[src/rtl/mem_dump_uart.sv]
// ---------------------------------------------------------------------------
// mem_dump_uart
//
// Purpose: reads a contiguous range of the 21-bit external address space and
// sends each byte out as a UART 8N1 frame. After the last data byte it sends
// one more frame carrying the 8-bit sum (mod 256) of all bytes sent. This is
// the read-back counterpart of the program loader.
//
// Parameters:
//   CLKS_PER_BIT  clk cycles per UART bit (2..1023)
//   RD_LAT        clk cycles from read asserted to din valid (1..7)
//
// Ports:
//   clk        block clock, rising edge
//   n_reset    asynchronous active-low reset
//   start      dump request, honoured only when idle and not pending
//   start_adr  first byte address, captured on an accepted start
//   len        byte count minus one, captured on an accepted start
//   hold       host flow control; while high no new frame is begun
//   busy       high from accepted start until the checksum frame is done
//   done       one-cycle pulse after the checksum frame
//   adr        memory address
//   read       memory read strobe, one cycle per byte
//   din        memory read data
//   tx         UART serial output, idle high
// ---------------------------------------------------------------------------
module mem_dump_uart #(
  parameter int CLKS_PER_BIT = 36,
  parameter int RD_LAT       = 1
) (
  input  logic        clk,
  input  logic        n_reset,
  input  logic        start,
  input  logic [20:0] start_adr,
  input  logic [20:0] len,
  input  logic        hold,
  output logic        busy,
  output logic        done,
  output logic [20:0] adr,
  output logic        read,
  input  logic [7:0]  din,
  output logic        tx
);

  typedef enum logic [2:0] {
    S_IDLE, S_FETCH, S_WAIT, S_START, S_DATA, S_STOP, S_CSUM, S_FIN
  } state_t;

  localparam logic [9:0] BAUD_LAST = 10'(CLKS_PER_BIT - 1);
  localparam logic [2:0] LAT_LAST  = 3'(RD_LAT - 1);

  state_t      state_q, state_d;
  logic [20:0] adr_q, adr_d;
  logic [20:0] rem_q, rem_d;
  logic [7:0]  sum_q, sum_d;
  logic [7:0]  shift_q, shift_d;
  logic [2:0]  bit_q, bit_d;
  logic [9:0]  baud_q, baud_d;
  logic [2:0]  lat_q, lat_d;
  logic        csum_q, csum_d;   // current frame is the checksum frame
  logic        pend_q, pend_d;   // start accepted while hold was high
  logic        tx_q, tx_d;
  logic        busy_q, busy_d;
  logic        done_q, done_d;
  logic        read_q, read_d;
  logic        baud_end;

  assign baud_end = (baud_q == BAUD_LAST);

  always_comb begin
    state_d = state_q;
    adr_d   = adr_q;
    rem_d   = rem_q;
    sum_d   = sum_q;
    shift_d = shift_q;
    bit_d   = bit_q;
    baud_d  = baud_q;
    lat_d   = lat_q;
    csum_d  = csum_q;
    pend_d  = pend_q;

    case (state_q)
      S_IDLE: begin
        if (pend_q) begin
          if (!hold) begin
            pend_d  = 1'b0;
            state_d = S_FETCH;
          end
        end else if (start) begin
          adr_d  = start_adr;
          rem_d  = len;
          sum_d  = 8'h00;
          csum_d = 1'b0;
          if (hold) begin
            pend_d = 1'b1;
          end else begin
            state_d = S_FETCH;
          end
        end
      end

      S_FETCH: begin
        lat_d   = 3'd0;
        state_d = S_WAIT;
      end

      S_WAIT: begin
        if (lat_q == LAT_LAST) begin
          shift_d = din;
          sum_d   = sum_q + din;
          baud_d  = 10'd0;
          state_d = S_START;
        end else begin
          lat_d = lat_q + 3'd1;
        end
      end

      S_START: begin
        if (baud_end) begin
          baud_d  = 10'd0;
          bit_d   = 3'd0;
          state_d = S_DATA;
        end else begin
          baud_d = baud_q + 10'd1;
        end
      end

      S_DATA: begin
        if (baud_end) begin
          baud_d = 10'd0;
          if (bit_q == 3'd7) begin
            state_d = S_STOP;
          end else begin
            bit_d   = bit_q + 3'd1;
            shift_d = {1'b0, shift_q[7:1]};
          end
        end else begin
          baud_d = baud_q + 10'd1;
        end
      end

      S_STOP: begin
        // At the end of the stop bit the baud counter parks at its last value,
        // so a held stop bit is simply re-evaluated every cycle.
        if (!baud_end) begin
          baud_d = baud_q + 10'd1;
        end else if (csum_q) begin
          baud_d  = 10'd0;
          state_d = S_FIN;
        end else if (!hold) begin
          baud_d = 10'd0;
          if (rem_q != 21'd0) begin
            rem_d   = rem_q - 21'd1;
            adr_d   = adr_q + 21'd1;   // wraps 0x1FFFFF -> 0x000000
            state_d = S_FETCH;
          end else begin
            state_d = S_CSUM;
          end
        end
      end

      S_CSUM: begin
        shift_d = sum_q;
        csum_d  = 1'b1;
        baud_d  = 10'd0;
        state_d = S_START;
      end

      S_FIN: begin
        csum_d  = 1'b0;
        state_d = S_IDLE;
      end

      default: state_d = S_IDLE;
    endcase

    // Outputs are registered from the next state so they change cleanly on
    // the edge that enters each state.
    tx_d = 1'b1;
    if (state_d == S_START) begin
      tx_d = 1'b0;
    end else if (state_d == S_DATA) begin
      tx_d = shift_d[0];
    end
    read_d = (state_d == S_FETCH);
    busy_d = (state_d != S_IDLE) || pend_d;
    done_d = (state_d == S_FIN);
  end

  always_ff @(posedge clk or negedge n_reset) begin
    if (!n_reset) begin
      state_q <= S_IDLE;
      adr_q   <= 21'd0;
      rem_q   <= 21'd0;
      sum_q   <= 8'h00;
      shift_q <= 8'h00;
      bit_q   <= 3'd0;
      baud_q  <= 10'd0;
      lat_q   <= 3'd0;
      csum_q  <= 1'b0;
      pend_q  <= 1'b0;
      tx_q    <= 1'b1;
      busy_q  <= 1'b0;
      done_q  <= 1'b0;
      read_q  <= 1'b0;
    end else begin
      state_q <= state_d;
      adr_q   <= adr_d;
      rem_q   <= rem_d;
      sum_q   <= sum_d;
      shift_q <= shift_d;
      bit_q   <= bit_d;
      baud_q  <= baud_d;
      lat_q   <= lat_d;
      csum_q  <= csum_d;
      pend_q  <= pend_d;
      tx_q    <= tx_d;
      busy_q  <= busy_d;
      done_q  <= done_d;
      read_q  <= read_d;
    end
  end

  assign tx   = tx_q;
  assign busy = busy_q;
  assign done = done_q;
  assign read = read_q;
  assign adr  = adr_q;

endmodule

[config.mk]
export PLATFORM = sky130hd
export DESIGN_NAME = mem_dump_uart
export DESIGN_NICKNAME = d
export VERILOG_FILES = /design/src/rtl/mem_dump_uart.sv
export SDC_FILE = /design/constraint.sdc
export NUM_CORES = 1
export LEC_CHECK = 0
export CELL_PAD_IN_SITES_DETAIL_PLACEMENT = 0
export CELL_PAD_IN_SITES_GLOBAL_PLACEMENT = 1
export CORE_ASPECT_RATIO = 1.4
export CORE_MARGIN = 2
export CORE_UTILIZATION = 40
export CTS_CLUSTER_SIZE = 30
export DETAILED_ROUTE_END_ITERATION = 7
export HOLD_SLACK_MARGIN = 0.08
export PLACE_DENSITY = 0.81
export SLEW_MARGIN = 20
export SYNTH_ARGS = -nofsm -noshare
export SYNTH_HDL_FRONTEND = slang
export SYNTH_SLANG_ARGS = --single-unit
[constraint.sdc]
create_clock -name clk -period 2.6 [get_ports clk]
set_clock_uncertainty 0.1 [all_clocks]
set_input_delay 0.26 -clock clk [delete_from_list [all_inputs] [get_ports clk]]
set_output_delay 0.26 -clock clk [all_outputs]
set_load 0.02 [all_outputs]
## Yosys cells after proc, flatten, opt, wreduce, memory -nomap -nowiden

Cells that the tools add are included.

| cells by class | value |
|---|---|
| add/subtract/negate cells | 6 |
| reduce and logical (&&, ||, !) cells | 20 |
| eq/ne operators | 25 |
| multiplexer cells | 55 |

Operator list:

| kind | count |
|---|---|
| two-way mux 21 bit | 12 |
| case mux 21 bit (2 select lines) | 2 |
| two-way mux 10 bit | 5 |
| two-way mux 8 bit | 6 |
| two-way mux 3 bit | 15 |
| case mux 10 bit (4 select lines) | 1 |
| case mux 3 bit (8 select lines) | 1 |
| case mux 8 bit (3 select lines) | 1 |
| != test 2 bit (second input constant) | 11 |
| adder 21 x 1 -> 21 bit (second input constant) | 1 |
| equality test 3 bit (second input constant) | 7 |
| nonzero test 21 bit | 1 |
| subtractor 21 x 1 -> 21 bit (second input constant) | 1 |
| case mux 8 bit (2 select lines) | 1 |
| case mux 3 bit (2 select lines) | 2 |
| AND reduction 4 bit | 3 |
| adder 10 x 1 -> 10 bit (second input constant) | 1 |
| equality test 10 x 6 -> 1 bit (second input constant) | 1 |
| equality test 3 x 2 -> 1 bit (second input constant) | 3 |
| nonzero test 3 bit | 3 |
| adder 8 bit | 1 |
| two-way mux 1 bit | 8 |
| nonzero test 2 bit | 4 |
| AND reduction 7 bit | 1 |
| other kinds (10) | 14 |

| storage, ports and cells | value |
|---|---|
| output and inout bits | 25 |
| register bits after elaboration | 83 |
| logic and storage cells | 121 |
| bits of input ports | 54 |

## Longest topological paths before layout

| logic depth | value |
|---|---|
| word-level depth | 9 |
| depth in mapped cells | 9 |
| mapped depth without buffers | 8 |

## Worst setup path after synthesis

Ideal clock, no wire load.

| timing path | value |
|---|---|
| path kind | register to register |
| start point | register adr_q[0] (netlist: adr[0]) |
| end point | register adr_q[14] (netlist: adr[14]) |
| buffers on the path | 1 |
| library setup time | 0.121 ns |
| setup slack | 0.529 ns |
| required time | 2.379 ns |
| cell stages (with the launch flop) | 9 |
| period minus slack after synthesis | 2.071 ns |
| data arrival time | 1.850 ns |
| cells stage by stage | dfrtp_1 -> ha_1 -> and3_1 -> and3_1 -> clkbuf_1 -> and3_1 -> and2_1 -> a31oi_1 -> o22a_1 |

| between the ends | value |
|---|---|
| longest elaborated chain between the ends | 6 |

Ends and longest elaborated chain:

| item | RTL line | source |
|---|---|---|
| start, declared | 53 | `logic [20:0] adr_q, adr_d;` |
| start signal, assigned | 208 | `adr_q <= adr_d;` |
| adder 21 x 1 -> 21 bit | 154 | `adr_d = adr_q + 21'd1;` |
| two-way mux 21 bit | 152 | `if (rem_q != 21'd0) begin` |
| two-way mux 21 bit | 150 | `end else if (!hold) begin` |
| two-way mux 21 bit | 147 | `end else if (csum_q) begin` |
| two-way mux 21 bit | 145 | `if (!baud_end) begin` |
| case mux 21 bit (2 select lines) | 82 | `case (state_q)` |

No other way between the ends. The select of a mux whose other input is x is not followed.
A chain may end at the register's enable or synchronous reset.

## Worst setup path after layout

| timing path | value |
|---|---|
| start point | register rem_q[17] |
| end point | register adr_q[14] (netlist: adr[14]) |

| between the ends | value |
|---|---|
| longest elaborated chain between the ends | 3 |

Ends and longest elaborated chain:

| item | RTL line | source |
|---|---|---|
| start, declared | 54 | `logic [20:0] rem_q, rem_d;` |
| start signal, assigned | 209 | `rem_q <= rem_d;` |
| nonzero test 21 bit | 152 |  |
| != test 2 bit (no source line) | n/a |  |
| AND reduction 7 bit (no source line) | n/a |  |

No other way between the ends.

==> impl_results.md <==
* Layout area overhead at 28.54%
* LEAKAGE at about 2.7 nW
* Flop pwr share at 42.4%
* Cell Int Power at about 2.5 mW
* Initial antenna violation count at 0
* Wirelength per Cell at 15.69 µm
* Status: complete, no violations
* Worst hold-check path type: reg2reg
* DR vias/cell at roughly 5.7
* Post-Syn Instances at 570
* CTS Buf Count at 9
* Number of global-route vias before repair at 4,544
* Clk root buf: clkbuf_16
* R2R setup slack at 170 ps
* RSZ-0062 raised after global routing: no
* Crit. Startpoint: rem_q[17]
* CP Data Required Time at approximately 2700 ps
* Maximum vdd drop at ~340 µV
* GP Congestion at just under 0.9
* Core region area at 12,190 µm²
* Clock latency on the worst-skew pair at 350 ps
* PD cells at 492.0 nW/µm²
* Setup ws final at 166.5 ps
* Setup TNS at 0 ps
* Largest net degree at the start of global routing at 84
* Starting density of the core at approximately two fifths
* Fin crit period at 2433 ps
* Reg clk slew, reported paths at ~60 ps
* Switch share at roughly a fifth
* Row cnt at 48
* Routed wire length at 12.68 mm
* Final Hold Viols at 0
* Synth Net Count at 639
* # setup viols final at 0
* Crit start category: flip-flop
* Met2 wire len at 6.330 mm
* I/O pin cnt at 79
* Ys Warns at 0
* Die ar. at 13,240 µm²
* Hold_sp: shift_q[1]
* Syn Area/Cell at 8.646 µm²
* CP Class: reg2reg
* Clock share of power at 50.5%
* Synth Flop Type: dfrtp_1
* WP data arrival at 2560 ps
* Reg2Reg Launch Point: rem_q[17]
* FFs w/ async S/R, synth at 100.0%
* Final Cycle Share at 93.60%
* Port Buffers at 78
* F_max at 410.9 MHz
* Die height at roughly 140 µm
* Mapped Area at 4928 µm²
* Post-CTS setup buffer count at 0
* Via count at approximately 4,600
* Final Power at 3.117 mW
* Total gr overflow at 0
* Post-Place Worst Slack at 131.6 ps
* Detail Route Antenna Nets at 0
* CTS resizes at 0
* Layout cells sized above 1 at 9.119%
* Logic gate share of total power at 7.2%
* # clock sinks at 83
* Die Width at 97.81 µm
* CTS tree: built
* Detailed placer's ending HPWL at just under 9 mm
* Hold-fix buffers at CTS at 1
* Max cap viols at 0
* Pre-Repair DR Iteration Count at 5
* Initial DRC count at 301
* Count of final max-slew check failures at 0
* Yosys cell types at 66
* Met3 wire length at 475 µm
* Global Route Usage Sum at 19.77%
* Net switching power figure at between 600 and 700 µW
* Register area share after synthesis at 42.17%
* Endpoint class of the critical path: flip-flop
* First-pass GRT wire length at 21.51 mm
* Max_slew headroom at 61.91%
* Slew @ Worst Pin at 570.2 ps
* Diode count at 0
* Clock buffer depth at 2
* H-tree depth at 3
* Uppermost layer routed: met4
* Routed metal-1 wirelength at 5.615 mm
* CP Max Fanout at 31
* FF+latch count, synth at 83
* EDFF count, synth at 0
* Residual DRC at 0
* Layout Nets at 722
## flip-flops by register name, indices dropped and copies added, names as in the netlist
| register | flops |
|---|---|
| adr | 21 |
| rem_q | 21 |
| baud_q | 10 |
| shift_q | 8 |
| sum_q | 8 |
| bit_q | 3 |
| lat_q | 3 |
| state_q | 3 |
| busy | 1 |
| csum_q | 1 |
| done | 1 |
| pend_q | 1 |
| read | 1 |
| tx | 1 |
## worst max-delay path, cell delays in order (launching register included)
cell and delay (ps):
dfrtp_1 450, or4_4 610, o31ai_4 320, a22o_2 540, nor2_1 110, o22a_1 190
## kinds of logic after synthesis
logic type	synth area share, %
flops	42.17
mux	0.6347
compound gates	27.37
fa+ha+maj	3.960
xor+xnor	0.8885
buf+inv	3.935
simple gates	21.05
## metal layers
metal | up-vias | GRT usage, %
met5 | - | 0
met4 | 0 | 7.485
met3 | 21 | 2.993
met2 | 101 | 33.68
met1 | 2242 | 25.47
li1 | 2280 | -
## stage by stage
stage	instances	instance area, µm²	hold slack (ps)	util (%)
4_1_cts	808	6335	376.6	51.96
3_3_place_gp	791	5959	233.1	48.88
2_1_floorplan	570	4928	-135.6	-
6_report	808	6335	370.9	51.96
5_1_grt	808	6335	389.0	51.96
3_5_place_dp	791	5959	234.0	48.88
## cell usage after synthesis, types with 3 or more instances
cell        n  area [µm²]
nor3_2      4       40.04
or3_1       5       31.28
ha_1       14       175.2
o22ai_1    15       93.84
nand2b_1    3       18.77
nand2_1    70       262.8
a21oi_1    65       325.3
a31oi_1     7       43.79
nand4_1     4       25.02
o22a_1      3       26.28
o21ai_0    58       290.3
a21o_1      4       30.03
nand3_1    23       115.1
a22o_1     14       122.6
nor2_1     47       176.4
a222oi_1    6       60.06
and4_1      3       26.28
inv_1      12       45.04
nor2b_1     8       50.05
and3_1     13       81.33
buf_2       8       40.04
nor3_1     18       90.09
a32oi_1     4       35.03
o31ai_1     4       30.03
a2bb2oi_1   3       26.28
buf_4       4       30.03
clkbuf_1   15       56.30
dfrtp_1    82        2052
xnor2_1     4       35.03
a22oi_1     5       37.54
## layout by cell type, fill, tap and decap left out, drive strengths merged, types with 4 or more instances in the layout
master	netlist	layout
dfrtp	82	82
clkdlybuf4s50	0	77
nand2	70	70
a21oi	67	67
o21ai	58	58
nor2	47	47
buf	15	24
nand3	23	23
nor3	23	23
o22ai	15	15
a22o	15	15
ha	14	14
inv	13	14
and3	13	13
clkbuf	15	10
nor2b	8	8
a31oi	7	7
a222oi	6	6
a22oi	6	6
or3	5	5
o31ai	5	5
a21o	4	4
xnor2	4	4
a32oi	4	4
nand4	4	4
bufinv	0	4
## power by group through the flow
stage / Sequential, mW / Clock, mW / Combinational (mW)
after CTS: 1.32 / 1.61 / 0.227
after floorplan: 1.34 / 0 / 0.0852
final: 1.32 / 1.57 / 0.223
after global routing: 1.32 / 1.65 / 0.250
after global placement: 1.34 / 0 / 0.223
after detailed placement: 1.34 / 0 / 0.225
## cell type report
type / instances / area [µm²]
timing repair buffer: 102 / 998.5
multi-input combinational: 444 / 2656
inverter: 13 / 48.80
fill: 1146 / 5857
clock buffer: 10 / 229.0
clock inverter: 6 / 136.4
sequential: 83 / 2078
tap: 150 / 187.7
## worst paths after layout
kind,end,cells past startpoint
hold / removal,shift_q[1],2
setup / recovery,adr[14],5
min in group asynchronous,rem_q[4],3
setup reg to reg,adr[14],5
hold reg to reg,shift_q[1],2
max in group asynchronous,baud_q[0],3
No activity file was read; power rests on OpenSTA's default activity.
